[config.mk]
export PLATFORM = sky130hd
export DESIGN_NAME = br_pc_unit
export DESIGN_NICKNAME = d
export VERILOG_FILES = /design/src/rtl/br_pc_unit_pkg.sv /design/src/rtl/br_pc_unit_cond.sv /design/src/rtl/br_pc_unit.sv
export SDC_FILE = /design/constraint.sdc
export NUM_CORES = 1
export LEC_CHECK = 0
export ABC_AREA = 1
export BUFFER_PORTS_ARGS = -buffer_cell sky130_fd_sc_hd__buf_4
export CORE_MARGIN = 2
export CORE_UTILIZATION = 52
export CTS_CLUSTER_SIZE = 12
export DETAILED_ROUTE_END_ITERATION = 16
export PLACE_DENSITY = 0.85
export SLEW_MARGIN = 0
export SYNTH_ARGS = -nofsm -noshare
export SYNTH_HDL_FRONTEND = slang
export SYNTH_SLANG_ARGS = --single-unit
[constraint.sdc]
create_clock -name clk_i -period 3.1 [get_ports clk_i]
set_input_delay 0.465 -clock clk_i [delete_from_list [all_inputs] [get_ports clk_i]]
set_output_delay 0.465 -clock clk_i [all_outputs]
set_load 0.02 [all_outputs]
[src/rtl/br_pc_unit_pkg.sv]
// ---------------------------------------------------------------------------
// br_pkg
// Shared types and defaults for the branch-resolution / PC stage.
//   br_type_e   : funct3 encodings of the conditional branches
//   br_state_e  : PC stage state (RUN, TRAP)
//   DEF_PC_INC  : default sequential PC increment in bytes
//   DEF_TRAP_VEC: default PC loaded on a misaligned-target trap
// ---------------------------------------------------------------------------
package br_pkg;

   typedef enum logic [2:0] {
      BR_EQ  = 3'b000,
      BR_NE  = 3'b001,
      BR_LT  = 3'b100,
      BR_GE  = 3'b101,
      BR_LTU = 3'b110,
      BR_GEU = 3'b111
   } br_type_e;

   typedef enum logic {
      RUN  = 1'b0,
      TRAP = 1'b1
   } br_state_e;

   localparam int          DEF_PC_INC   = 4;
   localparam logic [15:0] DEF_TRAP_VEC = 16'h00F0;

endpackage : br_pkg

[src/rtl/br_pc_unit_cond.sv]
// ---------------------------------------------------------------------------
// br_cond
// Combinational funct3 decode for conditional branches.
// Ports:
//   br_type_i     in  3  funct3 of the branch
//   br_less_i     in  1  comparator "less than" result
//   br_equal_i    in  1  comparator "equal" result (valid in signed mode only)
//   cond_o        out 1  branch condition holds
//   br_unsigned_o out 1  comparator mode select (1 = unsigned compare)
// ---------------------------------------------------------------------------
module br_cond
   import br_pkg::*;
(
   input  logic [2:0] br_type_i,
   input  logic       br_less_i,
   input  logic       br_equal_i,
   output logic       cond_o,
   output logic       br_unsigned_o
);

   // Only BLTU/BGEU need an unsigned compare. BEQ/BNE keep the comparator
   // in signed mode because that is the only mode where br_equal_i is valid.
   assign br_unsigned_o = br_type_i[2] & br_type_i[1];

   always_comb begin
      cond_o = 1'b0;
      case (br_type_e'(br_type_i))
         BR_EQ:         cond_o = br_equal_i;
         BR_NE:         cond_o = ~br_equal_i;
         BR_LT, BR_LTU: cond_o = br_less_i;
         BR_GE, BR_GEU: cond_o = ~br_less_i;
         default:       cond_o = 1'b0;   // 010 / 011 are never taken
      endcase
   end

endmodule : br_cond

[src/rtl/br_pc_unit.sv]
// ---------------------------------------------------------------------------
// br_pc_unit
// PC register and branch-resolution stage sitting right after the branch
// comparator. Decodes the branch type, selects the comparator mode, decides
// whether to redirect, and produces the next PC. Misaligned redirect targets
// send the stage to TRAP, where it holds until software acknowledges.
//
// Optional feature macro: BR_PC_STATS_EN
//   When defined, adds saturating 16-bit counters br_cnt_o (branches
//   evaluated in RUN without stall) and taken_cnt_o (those that redirected).
//
// Ports:
//   clk_i          in   1     clock
//   rst_ni         in   1     asynchronous reset, active-low
//   stall_i        in   1     hold PC this cycle (RUN only)
//   is_branch_i    in   1     current instruction is a conditional branch
//   is_jump_i      in   1     current instruction is an unconditional jump
//   br_type_i      in   3     branch funct3
//   target_i       in   PC_W  branch/jump target
//   br_less_i      in   1     comparator less-than
//   br_equal_i     in   1     comparator equal
//   br_unsigned_o  out  1     comparator mode select
//   trap_ack_i     in   1     software acknowledge, leaves TRAP
//   pc_o           out  PC_W  current PC (registered)
//   pc_plus_o      out  PC_W  pc_o + PC_INC (link value)
//   taken_o        out  1     redirect this cycle (combinational)
//   trap_o         out  1     high while in TRAP (registered)
//   epc_o          out  PC_W  PC of the faulting instruction (registered)
//   state_o        out  1     current FSM state (debug visibility)
//   br_cnt_o       out  16    [BR_PC_STATS_EN] evaluated-branch count
//   taken_cnt_o    out  16    [BR_PC_STATS_EN] taken-branch count
//
// Timing: taken_o is combinational in the cycle the instruction is
// presented; the redirect appears on pc_o after the next rising clock.
// There is no valid/ready handshake here: a cycle with stall_i=0 in RUN
// consumes the presented instruction, stall_i=1 means "not consumed".
// ---------------------------------------------------------------------------
module br_pc_unit
   import br_pkg::*;
#(
   parameter int              PC_W     = 16,
   parameter int              PC_INC   = DEF_PC_INC,
   parameter logic [PC_W-1:0] RESET_PC = '0,
   parameter logic [PC_W-1:0] TRAP_VEC = PC_W'(DEF_TRAP_VEC)
) (
   input  logic            clk_i,
   input  logic            rst_ni,
   input  logic            stall_i,
   input  logic            is_branch_i,
   input  logic            is_jump_i,
   input  logic [2:0]      br_type_i,
   input  logic [PC_W-1:0] target_i,
   input  logic            br_less_i,
   input  logic            br_equal_i,
   output logic            br_unsigned_o,
   input  logic            trap_ack_i,
   output logic [PC_W-1:0] pc_o,
   output logic [PC_W-1:0] pc_plus_o,
   output logic            taken_o,
   output logic            trap_o,
   output logic [PC_W-1:0] epc_o,
   output logic            state_o
`ifdef BR_PC_STATS_EN
   ,
   output logic [15:0]     br_cnt_o,
   output logic [15:0]     taken_cnt_o
`endif
);

   br_state_e       state_q;
   logic [PC_W-1:0] pc_q;
   logic [PC_W-1:0] epc_q;
   logic            trap_q;
   logic            cond;
   logic            active;
   logic            misaligned;

   br_cond u_cond (
      .br_type_i     (br_type_i),
      .br_less_i     (br_less_i),
      .br_equal_i    (br_equal_i),
      .cond_o        (cond),
      .br_unsigned_o (br_unsigned_o)
   );

   // The stage only consumes an instruction in RUN with no stall.
   assign active     = (state_q == RUN) & ~stall_i;
   // A jump redirects regardless of the branch condition.
   assign taken_o    = active & (is_jump_i | (is_branch_i & cond));
   assign misaligned = (target_i[1:0] != 2'b00);

   // Natural wrap at 2^PC_W is intended (0xFFFC + 4 -> 0x0000).
   assign pc_plus_o  = pc_q + PC_W'(PC_INC);

   assign pc_o    = pc_q;
   assign epc_o   = epc_q;
   assign trap_o  = trap_q;
   assign state_o = state_q;

   always_ff @(posedge clk_i or negedge rst_ni) begin
      if (!rst_ni) begin
         state_q <= RUN;
         pc_q    <= RESET_PC;
         epc_q   <= '0;
         trap_q  <= 1'b0;
      end else begin
         case (state_q)
            RUN: begin
               if (!stall_i) begin
                  if (taken_o && misaligned) begin
                     pc_q    <= TRAP_VEC;
                     epc_q   <= pc_q;
                     trap_q  <= 1'b1;
                     state_q <= TRAP;
                  end else if (taken_o) begin
                     pc_q <= target_i;
                  end else begin
                     pc_q <= pc_plus_o;
                  end
               end
            end
            TRAP: begin
               // pc_q already holds TRAP_VEC; sequential fetch from it
               // resumes on the cycle after the acknowledge.
               if (trap_ack_i) begin
                  trap_q  <= 1'b0;
                  state_q <= RUN;
               end
            end
            default: begin
               state_q <= RUN;
               trap_q  <= 1'b0;
            end
         endcase
      end
   end

`ifdef BR_PC_STATS_EN
   logic        br_eval;
   logic [15:0] br_cnt_q;
   logic [15:0] taken_cnt_q;

   assign br_eval = active & is_branch_i;

   always_ff @(posedge clk_i or negedge rst_ni) begin
      if (!rst_ni) begin
         br_cnt_q    <= '0;
         taken_cnt_q <= '0;
      end else begin
         if (br_eval && (br_cnt_q != 16'hFFFF))
            br_cnt_q <= br_cnt_q + 16'd1;
         if (br_eval && taken_o && (taken_cnt_q != 16'hFFFF))
            taken_cnt_q <= taken_cnt_q + 16'd1;
      end
   end

   assign br_cnt_o    = br_cnt_q;
   assign taken_cnt_o = taken_cnt_q;
`endif

endmodule : br_pc_unit
; ---- Yosys cells after proc, flatten, opt, wreduce, memory -nomap -nowiden
; Index checks and enable logic that the tools add are counted.
; W data, S select, Z words.
[classes]
addsub = 1
n_eq_ne = 8
muxes = 11
n_bitwise = 9
reduce_logical = 8
[op_table]
columns = op, count
row1 = $mux W16, 2
row2 = $add A16 B3 Y16 const B, 1
row3 = $eq A3 B3 Y1 const B, 4
row4 = $mux W1, 6
row5 = $reduce_and A3 Y1, 2
row6 = $and A1 B1 Y1, 4
row7 = $ne A2 B2 Y1 const B, 2
row8 = $not A1 Y1, 4
row9 = $pmux W1 S2, 2
row10 = $pmux W1 S4, 1
row11 = $reduce_or A2 Y1, 2
row12 = $eq A3 B1 Y1 const B, 1
row13 = $logic_not A3 Y1, 1
row14 = $ne A2 B1 Y1 const B, 1
row15 = $reduce_and A2 Y1, 1
row16 = $reduce_bool A2 Y1, 1
row17 = $logic_and A1 B1 Y1, 1
row18 = $or A1 B1 Y1, 1
[totals]
regBits = 34
in_bits = 27

; ---- Depth between registers and ports, before layout
[logic_depth]
depth_word = 10
depth_mapped = 12
depth_no_buf = 12

; ---- Hierarchy
; Synthesis repeated with hierarchy kept, for this count alone.
[unflattened]
hier_cells = 257
area_unflattened_um2 = 1885.6
[modules_own_cells]
columns = mod, instances, cells_per_inst, area_each_um2, seq_area_each_um2
row1 = br_pc_unit, 1, 244, 1834.3, 850.8
row2 = br_cond, 1, 13, 51.3, 0.0

; ---- Least setup slack after synthesis
; No wires, ideal clock.
[synth_timing]
path_kind = reg2out
start = register pc_q[3] (netlist: pc_o[3])
end = output pc_plus_o[10]
arrival_ps = 1368
required_ps = 2635
path_slack_ps = 1267
stages_incl_launch_ff = 8
n_path_buf = 0
path_cell_list = dfrtp_1 ha_1 nand3_1 nor2_2 nand2_2 inv_2 nand3_1 nand2_1
[synth_between]
elab_chain_cells = 1
[synth_lines]
columns = item, line
row1 = "start, declared", br_pc_unit.sv:71  ; logic [PC_W-1:0] pc_q;
row2 = "start signal, assigned", br_pc_unit.sv:116  ; pc_q <= target_i;
row3 = "start signal, assigned", br_pc_unit.sv:118  ; pc_q <= pc_plus_o;
row4 = $add A16 B3 Y16, br_pc_unit.sv:93  ; assign pc_plus_o = pc_q + PC_W'(PC_INC);
row5 = "end, declared", br_pc_unit.sv:58  ; output logic [PC_W-1:0] pc_plus_o,
; No other way between the ends.

; ---- Final worst setup path
[layout_timing]
start = register pc_q[2] (netlist: pc_o[2])
end = output pc_plus_o[12]
; The elaborated chain is that of the path after synthesis.

==> qor.csv <==
stage,metric,value,unit
final_layout,register_area,851,sq um
route,wl,4690,um
floorplanning,die_area,4280,sq um
clocking,insertion_delay,0.28,ns
global_routing,grt_pass1_vias,1790,
global_routing,grt.total_usage,23.8,%
critical_path,critPathKind,flop to output port,
critical_path,cp-start-kind,flop,
clocking,cts_made_buffers,5,
min_path,hold_class,input port to asynchronous set/reset pin,
final_layout,utilization,71.8,%
final_layout,fin_nets,366,
global_routing,grt_pass1_wl,7940,um
sta,period_share,70.3,%
synth,syn_nets,291,
sta,fin_ws,0.919,ns
synth,synth_cell_types,26,
final_layout,final_layout_size_suffix_gt1_share,34.3,%
placement,place.gp.congestion,0.925,
route,via_per_inst,4.96,
critical_path,cp-end-kind,output port,
final_layout,multiInputGateArea,896,sq um
synth,syn-cell-area,1960,sq um
power_and_ir_drop,power_density,611,nW/um^2
final_layout,area_growth,32.8,%
global_routing,grt.overflow.total,0,
placement,dpl_worst_slack,0.961,ns
route,drt-pass1-iter-count,4,
run_status,status,finished clean,
sta,tns,0,ns
route,drc,0,
sta,setup_viol_count_final,0,
clocking,clkTransAtPathRegs,0.07,ns
global_routing,grt_start_max_net_pins,35,
sta,skew,0.00559,ns
route,antenna_left,0,
synth,syn_inst,263,
placement,hpwl,3570,um
clocking,root_buffer,clkbuf_8,
floorplanning,boundaryPins,79,
sta,tightest_slew,0.643,ns
clocking,cts-resized-gates,0,
clocking,cts.sinks,34,
floorplanning,die_y,65.4,um
placement,io_buffers,78,
clocking,htreeDepth,2,
power_and_ir_drop,total_power,1590,uW
power_and_ir_drop,p_leak,0.00150,uW
sta,hold_viol_final,0,
sta,rsz0062_at_grt,false,
power_and_ir_drop,vdd_drop_max,350,uV
route,wl_per_cell,12.2,um
sta,relSlewSlack,57.2,%
floorplanning,core_area,3630,sq um
critical_path,arrival,1.72,ns
synth,ys_warn_count,0,
job,maxCapViolCount,0,
final_layout,diodes,0,
clocking,cts.path.max_buffers,2,
critical_path,cp_max_fo,5,
floorplanning,start_util,54.0,%
clocking,holdBufCountCts,0,
synth,synth-seq-area-share,43.3,%
final_layout,nFillCells,321,
synth,avgSynthCellArea,7.46,sq um
sta,slew_viol_final,0,
floorplanning,die_w,65.4,um
sta,final.min_clock_period,2.18,ns
global_routing,antenna_found_initial,0,
route,first_iter_violations,113,
sta,clock.fmax,459,MHz
floorplanning,row_count,22,
route,via_count,1915,
clocking,cts_tree,built,
clocking,post_cts_buffers,0,
synth,synth-seq-cells,34,
critical_path,worstPathRequired,2.63,ns
[registers in the layout (all words and copies together) (netlist names)]
name,cells
epc_o,16
state_o,1
pc_o,16
trap_o,1
[where the power goes]
group	leakage [uW]	switching, uW	internal [uW]
clock	0.0000438	153	151
combinational	0.00102	410	275
sequential	0.000435	81.0	525
total	0.00150	644	950
[metrics by stage]
| stage | cells | cell area, sq um | hold WS, ns |
|---|---|---|---|
| 6_report | 386 | 2610 | 0.119 |
| 5_1_grt | 386 | 2610 | 0.151 |
| 4_1_cts | 386 | 2610 | 0.134 |
| 3_5_place_dp | 379 | 2530 | 0.432 |
| 3_3_place_gp | 379 | 2530 | 0.429 |
| 2_1_floorplan | 263 | 1960 | 0.169 |
[cell type report]
| cell class | count | area share (%) |
|---|---|---|
| multi-input cells | 184 | 34.4 |
| inverters | 35 | 5.23 |
| flip-flops and latches | 34 | 32.6 |
| well taps | 48 | 2.30 |
| clock buffers | 5 | 2.64 |
| clock inverters | 2 | 0.384 |
| repair buffers | 78 | 22.5 |
[per-layer routing]
metal | wire length, um | vias to the layer above | global-route usage [%]
li1 | - | 954 | -
met1 | 1970 | 874 | 31.5
met2 | 2370 | 77 | 39.7
met3 | 263 | 10 | 3.42
met4 | 83 | 0 | 8.59
met5 | 0 | - | 0
[synth_stat cells (all sizes together)]
cell,instances,area (sq um)
xor2,4,35.0
nand4,2,12.5
nor3,1,5.00
o21ai,17,134
a21oi,5,28.8
or2,1,6.26
ha,1,12.5
xnor2,1,8.76
inv,35,136
nand3,28,140
nand2,106,430
nor2,18,82.6
clkbuf,2,7.51
buf,8,72.6
dfrtp,34,851
[kinds of logic (layout without fill, tap and decap cells)]
logic type	count (synthesis)	in the layout	synth area share (%)
xor gates and xnor gates	5	5	2.23
buffers and inverters	45	120	11.0
AOI/OAI and AO/OA	22	22	8.29
and+or+nand+nor	156	156	34.5
adders and majority gates	1	1	0.637
DFF	34	34	43.3
[worst max-delay path, cell delays in order (launching register included)]
cell and delay [ns]:
dfrtp_1 0.42, ha_1 0.22, nand3_1 0.13, nor2_2 0.15, nand2_2 0.09, inv_2 0.09
nand2_1 0.05, nand2_1 0.07, nand2_2 0.06, buf_4 0.15
[path summary, 6_finish.rpt]
path | start | endpoint | slack, ns | cells after the start
setup / recovery | pc_o[2]$_DFFE_PN0P_ | pc_plus_o[12] | 0.92 | 9
hold / removal | rst_ni | epc_o[14]$_DFFE_PN0P_ | 0.12 | 1
setup reg to reg | state_o$_DFF_PN0_ | pc_o[6]$_DFFE_PN0P_ | 1.07 | 4
hold reg to reg | epc_o[5]$_DFFE_PN0P_ | epc_o[5]$_DFFE_PN0P_ | 0.48 | 2
max in group asynchronous | rst_ni | epc_o[15]$_DFFE_PN0P_ | 2.67 | 1
min in group clk_i | trap_ack_i | state_o$_DFF_PN0_ | 0.37 | 2
[cells in the final DEF, fill, tap and decap left out]
cell type	n
dfrtp_1	34
nand3_1	28
a21oi_1	4
a21oi_2	1
inv_6	1
nor3_1	1
nand4_1	2
xnor2_1	1
nand2_2	4
or2_2	1
o21ai_2	13
xor2_1	4
inv_2	4
buf_4	78
nand2_1	99
inv_1	30
nor2_4	1
ha_1	1
clkinv_2	2
nand2_4	3
nor2_2	3
nor2_1	14
o21ai_0	1
clkbuf_8	5
o21ai_1	3
(Power assumes the default switching activity.)
